`config.mk`:
```
export PLATFORM = sky130hd
export DESIGN_NAME = pipe_ctrl
export DESIGN_NICKNAME = d
export VERILOG_FILES = /design/src/rtl/pipe_ctrl.sv
export SDC_FILE = /design/constraint.sdc
export NUM_CORES = 1
export LEC_CHECK = 0
export CAP_MARGIN = 5
export CORE_MARGIN = 2
export CORE_UTILIZATION = 38
export DETAILED_ROUTE_END_ITERATION = 8
export HOLD_SLACK_MARGIN = 0.06
export PLACE_DENSITY = 0.85
export RECOVER_POWER = 100
export SLEW_MARGIN = 15
export SYNTH_ARGS = -nofsm -noshare
export SYNTH_HDL_FRONTEND = slang
export SYNTH_SLANG_ARGS = --single-unit
```
`constraint.sdc`:
```
create_clock -name clk -period 2.6 [get_ports clk]
set_input_delay 0.52 -clock clk [delete_from_list [all_inputs] [get_ports clk]]
set_output_delay 0.52 -clock clk [all_outputs]
set_load 0.02 [all_outputs]
```
`src/rtl/pipe_ctrl.sv`:
```
// Pipeline hazard controller: per-stage hold generation, exception flush/redirect,
// stall watchdog and a saturating stall-cycle performance counter.
module pipe_ctrl #(
  parameter int unsigned  STALL_TIMEOUT = 200,
  parameter logic [31:0]  EXC_VECTOR    = 32'h00000020
) (
  input  logic        clk,
  input  logic        rst,
  input  logic        stallreq_from_if,
  input  logic        stallreq_from_id,
  input  logic        stallreq_from_ex,
  input  logic        stallreq_from_mem,
  input  logic [31:0] excepttype_i,
  input  logic [31:0] epc_i,
  input  logic        cnt_clear_i,
  output logic [5:0]  stall,
  output logic        flush,
  output logic [31:0] new_pc,
  output logic [31:0] stall_cnt_o,
  output logic        timeout_o
);

  typedef enum logic [1:0] {
    ST_RUN   = 2'b00,
    ST_STALL = 2'b01,
    ST_FLUSH = 2'b10
  } state_t;

  localparam logic [31:0] EXC_ERET    = 32'h0000000e;
  localparam logic [7:0]  TIMEOUT_LIM = 8'(STALL_TIMEOUT);

  state_t      state_r;
  logic [7:0]  wd_r;
  logic [31:0] stall_cnt_r;
  logic        timeout_r;

  logic [5:0]  stall_s;
  logic        flush_s;
  logic [31:0] new_pc_s;
  logic        exc_s;

  assign exc_s = (excepttype_i != 32'h00000000);

  // Hold/flush decode; in FLUSH the id/ex/mem requests are stale, only fetch is honored.
  always_comb begin
    stall_s  = 6'b000000;
    flush_s  = 1'b0;
    new_pc_s = 32'h00000000;
    if (!rst) begin
      stall_s  = 6'b000000;
      flush_s  = 1'b0;
      new_pc_s = 32'h00000000;
    end else if (exc_s) begin
      flush_s = 1'b1;
      if (excepttype_i == EXC_ERET) begin
        new_pc_s = epc_i;
      end else begin
        new_pc_s = EXC_VECTOR;
      end
    end else begin
      case (state_r)
        ST_FLUSH: begin
          if (stallreq_from_if) begin
            stall_s = 6'b000011;
          end else begin
            stall_s = 6'b000000;
          end
        end
        ST_RUN, ST_STALL: begin
          if (stallreq_from_mem) begin
            stall_s = 6'b011111;
          end else if (stallreq_from_ex) begin
            stall_s = 6'b001111;
          end else if (stallreq_from_id) begin
            stall_s = 6'b000111;
          end else if (stallreq_from_if) begin
            stall_s = 6'b000011;
          end else begin
            stall_s = 6'b000000;
          end
        end
        default: stall_s = 6'b000000;
      endcase
    end
  end

  // FSM, watchdog, sticky timeout and saturating stall counter.
  always_ff @(posedge clk) begin
    if (!rst) begin
      state_r     <= ST_RUN;
      wd_r        <= 8'd0;
      stall_cnt_r <= 32'h00000000;
      timeout_r   <= 1'b0;
    end else begin
      if (flush_s) begin
        state_r <= ST_FLUSH;
      end else if (stall_s != 6'b000000) begin
        state_r <= ST_STALL;
      end else begin
        state_r <= ST_RUN;
      end

      if (flush_s || (stall_s == 6'b000000)) begin
        wd_r <= 8'd0;
      end else if (wd_r != 8'hFF) begin
        wd_r <= wd_r + 8'd1;
      end

      if (wd_r >= TIMEOUT_LIM) begin
        timeout_r <= 1'b1;
      end

      // Clear has priority over a coincident stalled cycle.
      if (cnt_clear_i) begin
        stall_cnt_r <= 32'h00000000;
      end else if ((stall_s != 6'b000000) && (stall_cnt_r != 32'hFFFFFFFF)) begin
        stall_cnt_r <= stall_cnt_r + 32'd1;
      end
    end
  end

  assign stall       = stall_s;
  assign flush       = flush_s;
  assign new_pc      = new_pc_s;
  assign stall_cnt_o = stall_cnt_r;
  assign timeout_o   = timeout_r;

endmodule

```
==> impl_results.html, run 1 <==
<table>
<tr><th>Metric</th><th>Value</th></tr>
<tr><th colspan="2">Floorplan</th></tr>
<tr><td>Area of the die</td><td>7140 um^2</td></tr>
<tr><td>Initial cell density of the core</td><td>0.390</td></tr>
<tr><td>Chip width</td><td>84.5 um</td></tr>
<tr><td>Die height</td><td>84.5 um</td></tr>
<tr><td>Rows</td><td>29</td></tr>
<tr><td>Core ar.</td><td>6310 um^2</td></tr>
<tr><td>Number of top-level pins</td><td>143</td></tr>
<tr><th colspan="2">Job</th></tr>
<tr><td>Maximum capacitance violations</td><td>0</td></tr>
<tr><th colspan="2">Outcome</th></tr>
<tr><td>Failing checks</td><td>setup timing</td></tr>
<tr><td>Outcome</td><td>finished, violations left</td></tr>
<tr><th colspan="2">Critical path</th></tr>
<tr><td>Worst EP required</td><td>2080 ps</td></tr>
<tr><td>Worst-path fanout max</td><td>8</td></tr>
<tr><td>Worst r2r path cells</td><td>7</td></tr>
<tr><td>Critical path endpoint category</td><td>output port</td></tr>
<tr><td>Critical path data arrival time</td><td>2140 ps</td></tr>
<tr><td>Critical path start-end classification</td><td>input port to output port</td></tr>
<tr><td>Type of element launching the critical path</td><td>input port</td></tr>
<tr><th colspan="2">CTS</th></tr>
<tr><td>Buffers from clock root to sink, at most</td><td>2</td></tr>
<tr><td>Number of clock sinks</td><td>43</td></tr>
<tr><td>Later-pin clock latency in the skew report</td><td>300 ps</td></tr>
<tr><td>Clock tree from TritonCTS</td><td>yes</td></tr>
<tr><td>Maximum level of the CTS H-tree</td><td>2</td></tr>
<tr><td>Clock-pin slew on the worst setup and hold paths</td><td>90 ps</td></tr>
<tr><td>TritonCTS buffer count</td><td>5</td></tr>
<tr><td>Clock root buffer</td><td>clkbuf_8</td></tr>
<tr><th colspan="2">GRT</th></tr>
<tr><td>Via count of the first global-routing pass</td><td>3064</td></tr>
<tr><td>Number of antenna violations at the first check in global routing</td><td>0</td></tr>
<tr><td>Global routing usage summed across all routing layers</td><td>0.248</td></tr>
<tr><td>Pin count of the biggest net entering global routing</td><td>30</td></tr>
<tr><td>Overflow after GRT</td><td>0</td></tr>
<tr><td>Global-route wire length before repair</td><td>14.2 mm</td></tr>
<tr><th colspan="2">Layout</th></tr>
<tr><td>Final instance area</td><td>4360 um^2</td></tr>
<tr><td>Final #Nets</td><td>557</td></tr>
<tr><td>Area occupied by multi-input gates</td><td>1670 um^2</td></tr>
<tr><td>P&amp;R area growth vs syn</td><td>77.3%</td></tr>
<tr><td>Share of post-route cells with drive strength above 1</td><td>0.289</td></tr>
<tr><td>Antenna fix cells</td><td>0</td></tr>
<tr><td>Area used by sequential logic in the layout</td><td>861 um^2</td></tr>
<tr><td>Finished Core Util</td><td>0.691</td></tr>
<tr><td>Layout fillers</td><td>481</td></tr>
<tr><th colspan="2">Pwr</th></tr>
<tr><td>Highest ir drop seen on vdd</td><td>0.233 mV</td></tr>
<tr><td>P_leak</td><td>1.67 nW</td></tr>
<tr><td>Power per cell area</td><td>282 nW/um^2</td></tr>
<tr><th colspan="2">Min path</th></tr>
<tr><td>Path category of the worst min-delay check</td><td>register to register</td></tr>
<tr><td>Cell count of the worst hold path</td><td>2</td></tr>
<tr><th colspan="2">Drt</th></tr>
<tr><td>Total number of vias</td><td>3112</td></tr>
<tr><td>Via density</td><td>5.55</td></tr>
<tr><td>Routed length per placed instance</td><td>16.8 um</td></tr>
<tr><td>Antenna Violating Nets Remaining</td><td>0</td></tr>
<tr><td>Iteration count of the initial detailed-routing pass</td><td>5</td></tr>
<tr><td>Initial DRC count</td><td>149</td></tr>
<tr><td>Final wirelength</td><td>9.45 mm</td></tr>
<tr><td>Final routed DRC violation total</td><td>0</td></tr>
<tr><th colspan="2">Yosys</th></tr>
<tr><td>Largest family of logic cells by synthesized area</td><td>simple AND/OR/NAND/NOR gates</td></tr>
<tr><td>Net count after synthesis</td><td>391</td></tr>
<tr><td>Biggest area consumer among synthesized cells</td><td>dfxtp_1</td></tr>
<tr><td>Number of warning messages in the yosys log</td><td>0</td></tr>
<tr><td>Post-synthesis instance area</td><td>2460 um^2</td></tr>
<tr><td>Predominant post-synthesis flop cell</td><td>dfxtp_1</td></tr>
<tr><td>Post-synthesis adder-cell area fraction</td><td>0.0153</td></tr>
<tr><td>Gate count of the mapped netlist</td><td>317</td></tr>
<tr><td>Synth Area in Compound Gates</td><td>0.141</td></tr>
<tr><td>Post-synth EDFFs</td><td>0</td></tr>
<tr><td>Most frequent cell after synthesis</td><td>dfxtp_1</td></tr>
<tr><td>Share of synthesized registers carrying an async set or reset</td><td>0</td></tr>
<tr><td>Simple logic cell fraction of the synthesized area</td><td>0.406</td></tr>
<tr><td>Leading post-synthesis cells by instance count</td><td>43 x dfxtp_1, 33 x and2_1, 27 x a21oi_1</td></tr>
<tr><td>Proportion of synthesized area in mux cells</td><td>0.0122</td></tr>
<tr><td>Count of cell types in the netlist</td><td>43</td></tr>
<tr><td>Fraction of post-synthesis cell area in the top cell type by area</td><td>0.350</td></tr>
<tr><td>Sequential cell area fraction in the yosys report</td><td>0.350</td></tr>
<tr><td>Synthesized flop and latch total</td><td>43</td></tr>
<tr><td>XOR/XNOR Fraction of Synth Area</td><td>0.0249</td></tr>
<tr><td>Avg Cell Area, Syn</td><td>7.76 um^2</td></tr>
<tr><td>Ranking of synthesized cells by area</td><td>dfxtp_1 35%, and2_1 8.4%, or3_1 5.8%</td></tr>
<tr><th colspan="2">STA</th></tr>
<tr><td>Final Worst Setup Slack</td><td>-57.4 ps</td></tr>
<tr><td>Number of endpoints with negative hold slack in the final report</td><td>0</td></tr>
<tr><td>Sum Neg Setup Slack</td><td>-682 ps</td></tr>
<tr><td>Minimum clock period</td><td>2660 ps</td></tr>
<tr><td>Number of failing setup endpoints in the final timing report</td><td>31</td></tr>
<tr><td>Max Clock Freq</td><td>376 MHz</td></tr>
<tr><td>Final setup skew</td><td>8.68 ps</td></tr>
<tr><td>Final-report max-slew violation count</td><td>0</td></tr>
<tr><td>Share of the clock period used by the worst path after layout</td><td>1.02</td></tr>
<tr><td>Setup repair after global routing missed its margin</td><td>true</td></tr>
<tr><th colspan="2">Placement</th></tr>
<tr><td>Final weighted congestion in routability-driven placement</td><td>0.949</td></tr>
<tr><td>Detailed-placement wirelength estimate</td><td>6.92 mm</td></tr>
<tr><td>Area after DPL</td><td>4090 um^2</td></tr>
<tr><td>Minimum setup slack after placement</td><td>-732 ps</td></tr>
<tr><td>Number of port buffers</td><td>141</td></tr>
</table>
worst max-delay path, cell delays in order:
cell and delay (ps):
clkdlybuf4s15_1 220, nor4_2 170, nand4_1 170, buf_4 180, nor4_4 260, buf_4 190, buf_6 140, and2_4 170
buf_6 120
flip-flops by register name, indices dropped and copies added (netlist names):
name and flops:
stall_cnt_o 32, wd_r 8, state_r 2, timeout_o 1
kinds of logic (layout without fill, tap and decap cells):
kind of cell,Yosys count,after routing
and+or+nand+nor,172,174
AOI/OAI and AO/OA,62,62
DFF,43,43
buffers and inverters,26,191
xor gates and xnor gates,7,7
adders and majority gates,3,3
muxes,3,3
other,1,1
cell usage in the layout (no fill, tap or decap), drive strengths merged, types with 6 or more instances in the layout:
cell	instances
clkdlybuf4s50	72
buf	68
dfxtp	43
and2	34
a21oi	27
nor2	24
clkbuf	24
or3	23
o21ai	22
nand3	20
nand4	16
nand2	16
inv	12
nor4	9
and3	6
or4	6
power by group:
part	leakage [nW]	total, W	switching, W	internal, W
sequential	0.347	0.000659	0.000000441	0.000659
combinational	1.29	0.000148	0.0000539	0.0000941
clock	0.0412	0.000426	0.000238	0.000188
total	1.67	0.00123	0.000292	0.000941
layout make-up:
type / instances / area share
Multi-Input combinational cell: 250 / 0.383
Clock inverter: 2 / 0.00287
Timing Repair Buffer: 171 / 0.368
Sequential cell: 43 / 0.197
Clock buffer: 6 / 0.0166
Tap cell: 77 / 0.0221
Inverter: 12 / 0.0103
what timing repair did:
item / in CTS / in global routing
pin swaps: 14 / 32
gates cloned: 2 / 2
setup buffers: 3 / 0
endpoints found under the setup margin: 56 / 59
gates resized for setup: 270 / 80
hold buffers: 0 / 0
metal layers:
| metal | wire length [um] | global-route usage | share of wire | up-vias |
|---|---|---|---|---|
| li1 | - | - | - | 1484 |
| met1 | 3420 | 0.242 | 0.36 | 1462 |
| met2 | 5070 | 0.479 | 0.54 | 139 |
| met3 | 520 | 0.0551 | 0.055 | 27 |
| met4 | 444 | 0.136 | 0.047 | 0 |
| met5 | 0 | 0 | 0 | - |
stage by stage:
step / hold slack [ps] / power (W) / std cells
6_report: 486 / 0.00123 / 561
5_1_grt: 532 / 0.00127 / 561
4_1_cts: 491 / 0.00122 / 559
3_3_place_gp: 464 / 0.000820 / 546
3_5_place_dp: 466 / 0.000821 / 546
2_1_floorplan: 488 / 0.000697 / 317
final timing paths:
kind                                        from        endpoint  slack (ps)
worst max-delay path            excepttype_i[17]      new_pc[23]         -60
worst min-delay path                   timeout_o       timeout_o         490
worst max register to register   stall_cnt_o[25]  stall_cnt_o[1]         370
worst min register to register         timeout_o       timeout_o         490
(Power assumes the default switching activity.)
==> inputs of run 2 (changes only) <==
- CORE_MARGIN: 2 -> 4
- MAX_ROUTING_LAYER: unset -> met4
==> impl_results.html, run 2 (synthesis gave the netlist of run 1 again) <==
<table>
<tr><th>Metric</th><th>Value</th></tr>
<tr><th colspan="2">Outcome</th></tr>
<tr><td>Outcome</td><td>finished, violations left</td></tr>
<tr><td>Failing checks</td><td>setup timing</td></tr>
<tr><th colspan="2">Floorplan</th></tr>
<tr><td>Initial cell density of the core</td><td>0.390 (unchanged)</td></tr>
<tr><td>Area of the die</td><td>7830 um^2 (+9.7%)</td></tr>
<tr><td>Rows</td><td>29 (unchanged)</td></tr>
<tr><td>Core ar.</td><td>6310 um^2 (unchanged)</td></tr>
<tr><td>Die height</td><td>88.5 um (+4.7%)</td></tr>
<tr><td>Chip width</td><td>88.5 um (+4.7%)</td></tr>
<tr><td>Number of top-level pins</td><td>143 (unchanged)</td></tr>
<tr><th colspan="2">Drt</th></tr>
<tr><td>Final routed DRC violation total</td><td>0 (unchanged)</td></tr>
<tr><td>Initial DRC count</td><td>141 (-5.4%)</td></tr>
<tr><td>Routed length per placed instance</td><td>18.2 um (+8.1%)</td></tr>
<tr><td>Iteration count of the initial detailed-routing pass</td><td>4 (-1)</td></tr>
<tr><td>Final wirelength</td><td>10.0 mm (+5.9%)</td></tr>
<tr><td>Antenna Violating Nets Remaining</td><td>0 (unchanged)</td></tr>
<tr><td>Via density</td><td>5.51 (-0.62%)</td></tr>
<tr><td>Total number of vias</td><td>3032 (-2.6%)</td></tr>
<tr><th colspan="2">Pwr</th></tr>
<tr><td>Power per cell area</td><td>286 nW/um^2 (+1.1%)</td></tr>
<tr><td>P_leak</td><td>1.71 nW (+2.2%)</td></tr>
<tr><td>Total Power</td><td>0.00121 W (-1.7%)</td></tr>
<tr><td>Highest ir drop seen on vdd</td><td>0.213 mV (-8.7%)</td></tr>
<tr><th colspan="2">Critical path</th></tr>
<tr><td>Critical path data arrival time</td><td>2090 ps (-50 ps)</td></tr>
<tr><td>Worst-path fanout max</td><td>7 (-1)</td></tr>
<tr><td>Slack of the worst reg-to-reg path</td><td>390 ps (+20 ps)</td></tr>
<tr><td>Type of element launching the critical path</td><td>input port</td></tr>
<tr><td>Cell family with the largest share of critical-path delay</td><td>buffers and inverters</td></tr>
<tr><td>Delay of the slowest cell on the worst path</td><td>500 ps (+240 ps)</td></tr>
<tr><td>Reg-to-reg endpoint</td><td>stall_cnt_o[27]</td></tr>
<tr><td>Worst Setup EP</td><td>new_pc[14]</td></tr>
<tr><td>Critical path endpoint category</td><td>output port</td></tr>
<tr><td>Ordered list of cells on the worst path</td><td>clkdlybuf4s50_1 &gt; nand3_1 &gt; nor4_4 &gt; buf_4 &gt; and2_4 &gt; buf_6</td></tr>
<tr><td>Critical path start-end classification</td><td>input port to output port</td></tr>
<tr><td>Logic depth of the worst path, buffers included</td><td>6 (-3)</td></tr>
<tr><td>Start point of the critical path</td><td>excepttype_i[3]</td></tr>
<tr><td>Critical register-to-register path startpoint</td><td>stall_cnt_o[3]</td></tr>
<tr><td>Slowest CP cell</td><td>clkdlybuf4s50_1</td></tr>
<tr><td>Crit path buffers/inverters</td><td>3 (-2)</td></tr>
<tr><td>Worst r2r path cells</td><td>6 (-1)</td></tr>
<tr><td>Worst EP required</td><td>2080 ps (about the same)</td></tr>
<tr><th colspan="2">Min path</th></tr>
<tr><td>Path category of the worst min-delay check</td><td>register to register</td></tr>
<tr><th colspan="2">STA</th></tr>
<tr><td>Hold slack final</td><td>512 ps (+25.7 ps)</td></tr>
<tr><td>Final-report max-slew violation count</td><td>0 (unchanged)</td></tr>
<tr><td>Minimum clock period</td><td>2610 ps (-47.2 ps)</td></tr>
<tr><td>Final Worst Setup Slack</td><td>-10.1 ps (+47.2 ps)</td></tr>
<tr><td>Setup repair after global routing missed its margin</td><td>true</td></tr>
<tr><td>Share of the clock period used by the worst path after layout</td><td>1.00 (-0.0182)</td></tr>
<tr><td>Max Clock Freq</td><td>383 MHz (+1.8%)</td></tr>
<tr><td>Final setup skew</td><td>5.83 ps (-2.85 ps)</td></tr>
<tr><td>Number of endpoints with negative hold slack in the final report</td><td>0 (unchanged)</td></tr>
<tr><td>Number of failing setup endpoints in the final timing report</td><td>1 (-97%)</td></tr>
<tr><th colspan="2">Layout</th></tr>
<tr><td>Highest-count cells in the layout ignoring fill and taps</td><td>43 x dfxtp_1, 41 x clkdlybuf4s50_1, 38 x buf_6</td></tr>
<tr><td>Antenna fix cells</td><td>0 (unchanged)</td></tr>
<tr><td>Flip-flop count of the largest register after layout</td><td>32 (unchanged)</td></tr>
<tr><td>P&amp;R area growth vs syn</td><td>72.4%</td></tr>
<tr><td>Share of post-route cells with drive strength above 1</td><td>0.264 (-0.0250)</td></tr>
<tr><td>Final #Nets</td><td>546 (-2.0%)</td></tr>
<tr><td>Commonest non-fill, non-tap cell in the layout</td><td>dfxtp_1</td></tr>
<tr><th colspan="2">Placement</th></tr>
<tr><td>Number of port buffers</td><td>141 (unchanged)</td></tr>
<tr><td>Final weighted congestion in routability-driven placement</td><td>0.899 (-5.3%)</td></tr>
<tr><td>Detailed-placement wirelength estimate</td><td>8.10 mm (+17%)</td></tr>
<tr><td>Minimum setup slack after placement</td><td>-868 ps (-137 ps)</td></tr>
<tr><th colspan="2">CTS</th></tr>
<tr><td>TritonCTS buffer count</td><td>5 (unchanged)</td></tr>
<tr><td>Number of clock sinks</td><td>43 (unchanged)</td></tr>
<tr><td>Buffers from clock root to sink, at most</td><td>2 (unchanged)</td></tr>
<tr><td>Clock root buffer</td><td>clkbuf_8</td></tr>
<tr><td>Maximum level of the CTS H-tree</td><td>2 (unchanged)</td></tr>
<tr><td>Clock-pin slew on the worst setup and hold paths</td><td>80 ps (about the same)</td></tr>
<tr><td>Count of hold-fix buffers inserted at cts</td><td>0 (unchanged)</td></tr>
<tr><td>Later-pin clock latency in the skew report</td><td>290 ps (about the same)</td></tr>
<tr><td>Post-CTS Setup Inserts</td><td>0 (-3)</td></tr>
<tr><td>Clock tree from TritonCTS</td><td>yes</td></tr>
<tr><th colspan="2">GRT</th></tr>
<tr><td>Number of antenna violations at the first check in global routing</td><td>0 (unchanged)</td></tr>
<tr><td>Via count of the first global-routing pass</td><td>3065 (+0.033%)</td></tr>
<tr><td>Global routing usage summed across all routing layers</td><td>0.265 (+0.0162)</td></tr>
<tr><td>Global-route wire length before repair</td><td>15.1 mm (+6.3%)</td></tr>
<tr><td>Overflow after GRT</td><td>0 (unchanged)</td></tr>
<tr><td>Pin count of the biggest net entering global routing</td><td>30 (unchanged)</td></tr>
<tr><th colspan="2">Job</th></tr>
<tr><td>Maximum capacitance violations</td><td>0 (unchanged)</td></tr>
</table>
run 2: cell types whose count changed in the layout (fill, tap and decap cells not counted), sizes merged:
cell           previous run  this run
clkdlybuf4s50            72        41
dlymetal6s2s              2         0
clkinvlp                  1         0
buf                      68        60
dlygate4sd3               1        33
dlygate4sd2               5         7
clkdlybuf4s15             5         6
nand3b                    3         1
clkbuf                   24        22
run 2: worst min path at each step:
stage / start / to / slack (ps) / cells past startpoint
final: stall_cnt_o[19] / stall_cnt_o[19] / 510 / 2
after global routing: timeout_o / timeout_o / 560 / 2
after CTS: stall_cnt_o[6] / stall_cnt_o[6] / 520 / 2
after detailed placement: timeout_o / timeout_o / 500 / 2
after global placement: stall_cnt_o[23] / stall_cnt_o[23] / 490 / 2
after floorplan: wd_r[4] / wd_r[4] / 490 / 2
run 2: layout make-up:
cell class | count | area [um^2]
Timing Repair Buffer | 162 | 1520
Tap cell | 77 | 96.3
Sequential cell | 43 | 861
Inverter | 12 | 45.0
Clock inverter | 1 | 5.00
Fill cell | 537 | 2070
Multi-Input combinational cell | 248 | 1640
Clock buffer | 7 | 76.3
run 2: timing repair:
item,4_1_cts,5_1_grt
endpoints found under the setup margin,67,43
cloned,3,0
pin swaps,12,34
resized for setup,283,67
run 2: where the power goes:
group	internal (W)	total (W)	switching, W
registers	0.000659	0.000659	0.000000386
clock network	0.000189	0.000408	0.000219
logic	0.0000915	0.000145	0.0000535
total	0.000939	0.00121	0.000273
run 2: layer usage:
metal	global-route usage	routed length (um)	up-vias	share of wire
met5	-	0	-	0
met4	0.170	613	0	0.061
met3	0.0642	621	37	0.062
met2	0.495	5520	138	0.55
met1	0.233	3260	1397	0.33
li1	-	-	1460	-
run 2: worst register-to-register path, delay by kind of cell, from the launching register on:
family / cells / cell delay [ps]
simple gates: 5 / 1540
compound gates: 1 / 160
flops: 1 / 440
run 2: through the flow:
stage	std cells	setup TNS [ps]	area [um^2]	utilization
2_1_floorplan	317	0	2460	-
3_3_place_gp	539	-43140	4050	0.641
3_5_place_dp	539	-43440	4050	0.641
4_1_cts	550	0	4170	0.660
5_1_grt	550	-2290	4240	0.672
6_report	550	-10.1	4240	0.672
